## src/rtl/mips_pkg.sv

```systemverilog
// mips_pkg: shared fetch-stage types, FSM encoding and reset/bubble defaults.
package mips_pkg;
    typedef enum logic [1:0] {FETCH = 2'd0, DRAIN = 2'd1, HOLD = 2'd2} fetch_state_e;
    localparam logic [31:0] NOP_INSTR_DEF = 32'h0000_0000;
    localparam logic [31:0] RESET_PC_DEF  = 32'h0000_0000;
    typedef struct packed {
        logic        valid;
        logic [31:0] pc;
        logic [31:0] instr;
    } ifid_t;
    function automatic logic [31:0] pc_plus4(input logic [31:0] pc);
        return pc + 32'd4;
    endfunction
endpackage

```

## src/rtl/if_fetch_stage_if.sv

```systemverilog
// if_fetch_stage_if: instruction-memory request/response handshake.
interface if_fetch_stage_if;
    logic        req;
    logic [31:0] addr;
    logic        ready;
    logic [31:0] rdata;
    modport master (output req, addr, input ready, rdata);
    modport slave (input req, addr, output ready, rdata);
endinterface

```

## src/rtl/if_fetch_stage_ifid_reg.sv

```systemverilog
// ifid_reg: IF/ID pipeline register with load, hold and flush-to-bubble.
module ifid_reg
    import mips_pkg::*;
#(
    parameter logic [31:0] NOP_INSTR = NOP_INSTR_DEF
) (
    input  logic        clk,
    input  logic        rst,
    input  logic        flush,
    input  logic        hold,
    input  logic        load,
    input  ifid_t       word,
    output ifid_t       ifid,
    output logic [31:0] pc4
);
    ifid_t       ifid_d, ifid_q;
    logic [31:0] pc4_d, pc4_q;
    // bubbles keep the last pc/pc4 so ID sees a stable address
    always_comb begin
        ifid_d = ifid_q;
        pc4_d  = pc4_q;
        if (flush || (!hold && !load)) begin
            ifid_d.valid = 1'b0;
            ifid_d.instr = NOP_INSTR;
        end else if (!hold) begin
            ifid_d = word;
            pc4_d  = pc_plus4(word.pc);
        end
    end
    always_ff @(posedge clk or posedge rst) begin
        if (rst) begin
            ifid_q <= '{valid: 1'b0, pc: 32'd0, instr: NOP_INSTR};
            pc4_q  <= 32'd0;
        end else begin
            ifid_q <= ifid_d;
            pc4_q  <= pc4_d;
        end
    end
    assign ifid = ifid_q;
    assign pc4  = pc4_q;
endmodule

```

## src/rtl/if_fetch_stage.sv

```systemverilog
// if_fetch_stage: PC register, next-PC selection, imem handshake FSM and IF/ID register.
module if_fetch_stage
    import mips_pkg::*;
#(
    parameter logic [31:0] RESET_PC  = RESET_PC_DEF,
    parameter logic [31:0] NOP_INSTR = NOP_INSTR_DEF
) (
    input  logic                clk,
    input  logic                rst,
    input  logic                pc_stall,
    input  logic                IFID_flush,
    input  logic [31:0]         br_target,
    input  logic                lu_stall,
    if_fetch_stage_if.master    imem,
    output logic                ifid_valid,
    output logic [31:0]         ifid_pc,
    output logic [31:0]         ifid_pc4,
    output logic [31:0]         ifid_instr
);
    fetch_state_e state_d, state_q;
    logic [31:0]  pc_d, pc_q, pend_d, pend_q, skid_d, skid_q, skid_pc_d, skid_pc_q;
    logic [31:0]  tgt;
    logic         load;
    ifid_t        word, ifid;
    assign tgt       = br_target & ~32'd3;
    assign imem.req  = !rst && state_q != HOLD;
    assign imem.addr = pc_q;
    always_comb begin
        state_d   = state_q;
        pc_d      = pc_q;
        pend_d    = pend_q;
        skid_d    = skid_q;
        skid_pc_d = skid_pc_q;
        load      = 1'b0;
        word      = '{valid: 1'b1, pc: pc_q, instr: imem.rdata};
        if (state_q == FETCH) begin
            if (pc_stall) begin
                if (imem.ready) pc_d = tgt;
                else begin
                    pend_d  = tgt;
                    state_d = DRAIN;
                end
            end else if (imem.ready) begin
                pc_d = pc_plus4(pc_q);
                if (lu_stall) begin
                    skid_d    = imem.rdata;
                    skid_pc_d = pc_q;
                    state_d   = HOLD;
                end else load = 1'b1;
            end
        end else if (state_q == DRAIN) begin
            if (pc_stall) pend_d = tgt;
            if (imem.ready) begin
                pc_d    = pc_stall ? tgt : pend_q;
                state_d = FETCH;
            end
        end else begin
            word = '{valid: 1'b1, pc: skid_pc_q, instr: skid_q};
            if (pc_stall) begin
                pc_d    = tgt;
                state_d = FETCH;
            end else if (!lu_stall) begin
                load    = 1'b1;
                state_d = FETCH;
            end
        end
    end
    always_ff @(posedge clk or posedge rst) begin
        if (rst) begin
            state_q   <= FETCH;
            pc_q      <= RESET_PC;
            pend_q    <= 32'd0;
            skid_q    <= 32'd0;
            skid_pc_q <= 32'd0;
        end else begin
            state_q   <= state_d;
            pc_q      <= pc_d;
            pend_q    <= pend_d;
            skid_q    <= skid_d;
            skid_pc_q <= skid_pc_d;
        end
    end
    ifid_reg #(.NOP_INSTR(NOP_INSTR)) u_ifid (
        .clk  (clk),
        .rst  (rst),
        .flush(IFID_flush),
        .hold (lu_stall),
        .load (load),
        .word (word),
        .ifid (ifid),
        .pc4  (ifid_pc4)
    );
    assign ifid_valid = ifid.valid;
    assign ifid_pc    = ifid.pc;
    assign ifid_instr = ifid.instr;
endmodule
```

## src/flat_wrapper.sv

```systemverilog
// flat-port wrapper written by rule: the top's interface ports become plain ports
module if_fetch_stage_flat import mips_pkg::*;
#(
    parameter logic [31:0] RESET_PC  = RESET_PC_DEF,
    parameter logic [31:0] NOP_INSTR = NOP_INSTR_DEF
)
  (clk, rst, pc_stall, IFID_flush, br_target, lu_stall, ifid_valid, ifid_pc, ifid_pc4, ifid_instr, imem_req, imem_addr, imem_ready, imem_rdata);
  if_fetch_stage_if imem_i ();
  input  logic clk;
  input  logic rst;
  input  logic pc_stall;
  input  logic IFID_flush;
  input  logic [31:0] br_target;
  input  logic lu_stall;
  output logic ifid_valid;
  output logic [31:0] ifid_pc;
  output logic [31:0] ifid_pc4;
  output logic [31:0] ifid_instr;
  output wire logic [$bits(imem_i.req)-1:0] imem_req;
  output wire logic [$bits(imem_i.addr)-1:0] imem_addr;
  input wire logic [$bits(imem_i.ready)-1:0] imem_ready;
  input wire logic [$bits(imem_i.rdata)-1:0] imem_rdata;
  assign imem_req = imem_i.req;
  assign imem_addr = imem_i.addr;
  assign imem_i.ready = imem_ready;
  assign imem_i.rdata = imem_rdata;
  if_fetch_stage #(.RESET_PC(RESET_PC), .NOP_INSTR(NOP_INSTR)) u_core (.clk(clk), .rst(rst), .pc_stall(pc_stall), .IFID_flush(IFID_flush), .br_target(br_target), .lu_stall(lu_stall), .imem(imem_i), .ifid_valid(ifid_valid), .ifid_pc(ifid_pc), .ifid_pc4(ifid_pc4), .ifid_instr(ifid_instr));
endmodule
```

## config.mk

```make
export PLATFORM = sky130hd
export DESIGN_NAME = if_fetch_stage_flat
export DESIGN_NICKNAME = d
export VERILOG_FILES = /design/src/rtl/mips_pkg.sv /design/src/rtl/if_fetch_stage_if.sv /design/src/rtl/if_fetch_stage_ifid_reg.sv /design/src/rtl/if_fetch_stage.sv /design/src/flat_wrapper.sv
export SDC_FILE = /design/constraint.sdc
export NUM_CORES = 1
export LEC_CHECK = 0
export ABC_CLOCK_PERIOD_IN_PS = 7600
export CORE_ASPECT_RATIO = 1.2
export CORE_MARGIN = 10
export CORE_UTILIZATION = 40
export CTS_CLUSTER_DIAMETER = 30
export DETAILED_ROUTE_END_ITERATION = 6
export DONT_BUFFER_PORTS = 1
export PLACE_DENSITY_LB_ADDON = 0.2
export SYNTH_ARGS = -nofsm -noshare
export SYNTH_HDL_FRONTEND = slang
export SYNTH_SLANG_ARGS = --single-unit
```

## constraint.sdc

```tcl
create_clock -name clk -period 7.6 [get_ports clk]
set_input_delay 1.52 -clock clk [delete_from_list [all_inputs] [get_ports clk]]
set_output_delay 1.52 -clock clk [all_outputs]
set_load 0.01 [all_outputs]
```

==> metrics.md <==
| Metric | Value |
|---|---|
| Final min period | 3440 ps |
| Critical path endpoint category | primary output |
| Drt first pass iters | 5 |
| Final Hold Fails | 0 |
| Filler Cell Count | 2,465 |
| Cell Chain, Critical Path | a21oi_1 |
| Final cell count without fillers | 1,424 |
| # Post-CTS Setup Buffers | 0 |
| Remaining DRCs | 0 |
| Cell leakage power | 5.53 nW |
| Vias in the first global route | 7,883 |
| DR vias | 7,939 |
| Nets@finish | 1,114 |
| H-tree depth | 2 |
| Cts hold-fix bufs | 0 |
| DRT antenna net count | 0 |
| Synth top area share | 50.9% |
| Ant diodes | 0 |
| Worst slew margin | 28.6% |
| Ys flop type | dfrtp_1 |
| Maximum VDD drop | 169 µV |
| Core Area | 27,200 µm² |
| Clk root buf | clkbuf_16 |
| Crit path DAT | 1920 ps |
| RSZ-0062 raised after global routing | false |
| Die Y | 202 µm |
| #FFs+latches synth | 225 |
| Port Buffer Count | 0 |
| Avg Cell Area, Syn | 10.5 µm² |
| Compound-Gate Fraction of Synth Area | 13.8% |
| Endpoints failing setup | 0 |
| Clk sink count | 225 |
| Initial antenna violation count | 0 |
| Max FFs per register | 65 |
| Top delay family on crit path | flip-flops |
| Final core utilization | 48.5% |
| Area Overhead vs Synth | 19.0% |
| Maximum clock rate | 291 MHz |
| Slowest CP cell | dfrtp_4 |
| TritonCTS clock tree | done |
| Register area | 5630 µm² |
| Max-Cap Viols | 0 |
| Post-CTS resize count | 0 |
| Clk_lat worst skew | 550 ps |
| Clk slew on worst S/H paths | 40 ps |
| Status | finished clean |
| Setup TNS | 0 ps |
| Top Ports | 200 |
| Via/cell ratio | 5.58 |
| Starting Density | 40.7% |
| Die ar. | 34,700 µm² |
| Largest net degree at the start of global routing | 162 |
| Routed Wire Length | 29,800 µm |
| Post-Synth Simple-Gate Area | 14.2% |
| Critical path fanouts, max | 73 |
| Clock Path Buffers | 3 |
| CP bufs+invs | 0 |
| All-layer global routing usage | 16.9% |
| Syn nets | 1,126 |
| Cell variety after synth | 69 |
| # rows | 66 |
| Cts bufs inserted | 52 |
| Synth area leaders | dfrtp_1 51%, mux2_2 9.9%, o21ai_0 5.6%, mux2i_1 5.5%, nand2_1 5.0% |
| Hold_ws | 497 ps |
| Max-slew violation count | 0 |
| Grt total ovfl | 0 |
| Seq/Total Area, Yosys | 50.9% |
| Worst hold path class | reg -> reg |
| Adder-cell share of the synthesized area | 0.226% |
| Routed len/inst | 20.9 µm |
| Dpl cells | 1,328 |
| Area of the multi-input gates | 5010 µm² |
| CP startpoint kind | register |
| Tightest Pin Transition | 1060 ps |
| Main combinational cell family by area after synthesis | multiplexers |
| Die W | 172 µm |
| Final period utilization | 45.3% |
| Cell Area, Synth | 11,100 µm² |
| Critical path class | reg -> out |
| Area leader, netlist | dfrtp_1 |
| Cell Pwr Density | 374 nW/µm² |
| Final GP Congestion | 0.759 |
| CP peak stage delay | 1090 ps |
| Skew final | 16.8 ps |
| Async set-or-reset flop fraction in the synthesized netlist | 100% |
| Post-synthesis mux area share | 15.4% |
| Initial detailed-routing violation count | 662 |
| XOR/XNOR Fraction of Synth Area | 1.35% |
| Fraction of layout cells with a size suffix above 1 | 20.7% |
| Worst Path Required | 6080 ps |
| Synth warn | 0 |
| Post-synth EDFFs | 0 |
| HPWL Detailed | 20,400 µm |
| R2R setup slack | 4240 ps |
| Synth Instances | 1,054 |
| First-pass GRT wire length | 46,800 µm |
## synthesized netlist by cell type (7+ instances only)
cell type / instances
mux2_2: 97
nor3_1: 9
inv_1: 16
nand3_1: 33
a2bb2oi_1: 9
a21oi_1: 37
o21ai_0: 124
buf_2: 22
dfrtp_1: 225
xnor2_1: 15
mux2i_1: 61
buf_4: 8
clkbuf_1: 41
and3_1: 16
o31ai_1: 12
o21ai_1: 7
nor2_1: 39
nand4_1: 18
nand2_1: 146
## per-stage QoR
| stage | power [mW] | worst slack [ps] | cell area (µm²) |
|---|---|---|---|
| after detailed placement | 2.52 | 4240 | 11200 |
| after global placement | 2.49 | 4240 | 11200 |
| after floorplan | 2.28 | 3140 | 11100 |
| final | 4.92 | 4160 | 13200 |
| after CTS | 4.98 | 4110 | 13200 |
| after global routing | 5.17 | 4050 | 13200 |
## where the power goes
part	switching, mW	leakage (nW)	internal, mW
clock network	0.684	0.957	1.75
registers	0.405	2.80	1.50
logic	0.295	1.77	0.290
## final cells by class
type                    count  area share [%]
clock inverters            26            3.18
inverters                  16           0.485
flip-flops and latches    225            42.8
well taps                 340            3.23
multi-input cells         735            38.0
repair buffers             12           0.779
clock buffers              70            11.5
## routing by layer
metal / vias to the layer above / track usage, % / part of all wire, %
li1: 3790 / - / -
met1: 3847 / 21.2 / 42
met2: 260 / 25.2 / 44
met3: 42 / 7.33 / 11
met4: 0 / 6.04 / 2.3
met5: - / 0 / 0
## cell families after synthesis
group	after synthesis
multiplexers	158
AND/OR/NAND/NOR	313
adder cells (fa/ha/maj)	2
AO/OA/AOI/OAI	245
XOR/XNOR	17
flip-flops	225
buffers and inverters	94
## placed cells by master (no fill, tap or decap), drive strengths merged, types with 11 or more instances in the layout
cell    instances
mux2i          61
nand2         146
and3           16
o21ai         132
a21oi          37
xnor2          15
bufinv         11
nand3          35
clkinv         12
mux2           97
clkbuf         70
dfrtp         225
nor2           39
o31ai          12
nand4          21
inv            17
buf            12
## worst paths after layout
check | cells after the start | start | end
max | 1 | u_core.state_q[1] | imem_req
min | 1 | u_core.pend_q[14] | u_core.pend_q[14]
max reg2reg | 6 | u_core.state_q[1] | u_core.u_ifid.pc4[25]
min reg2reg | 1 | u_core.pend_q[14] | u_core.pend_q[14]
max in group asynchronous | 2 | rst | u_core.u_ifid.ifid[54]
min in group asynchronous | 2 | rst | u_core.skid_pc_q[0]
Note: power is estimated with default switching activity, not from simulation.
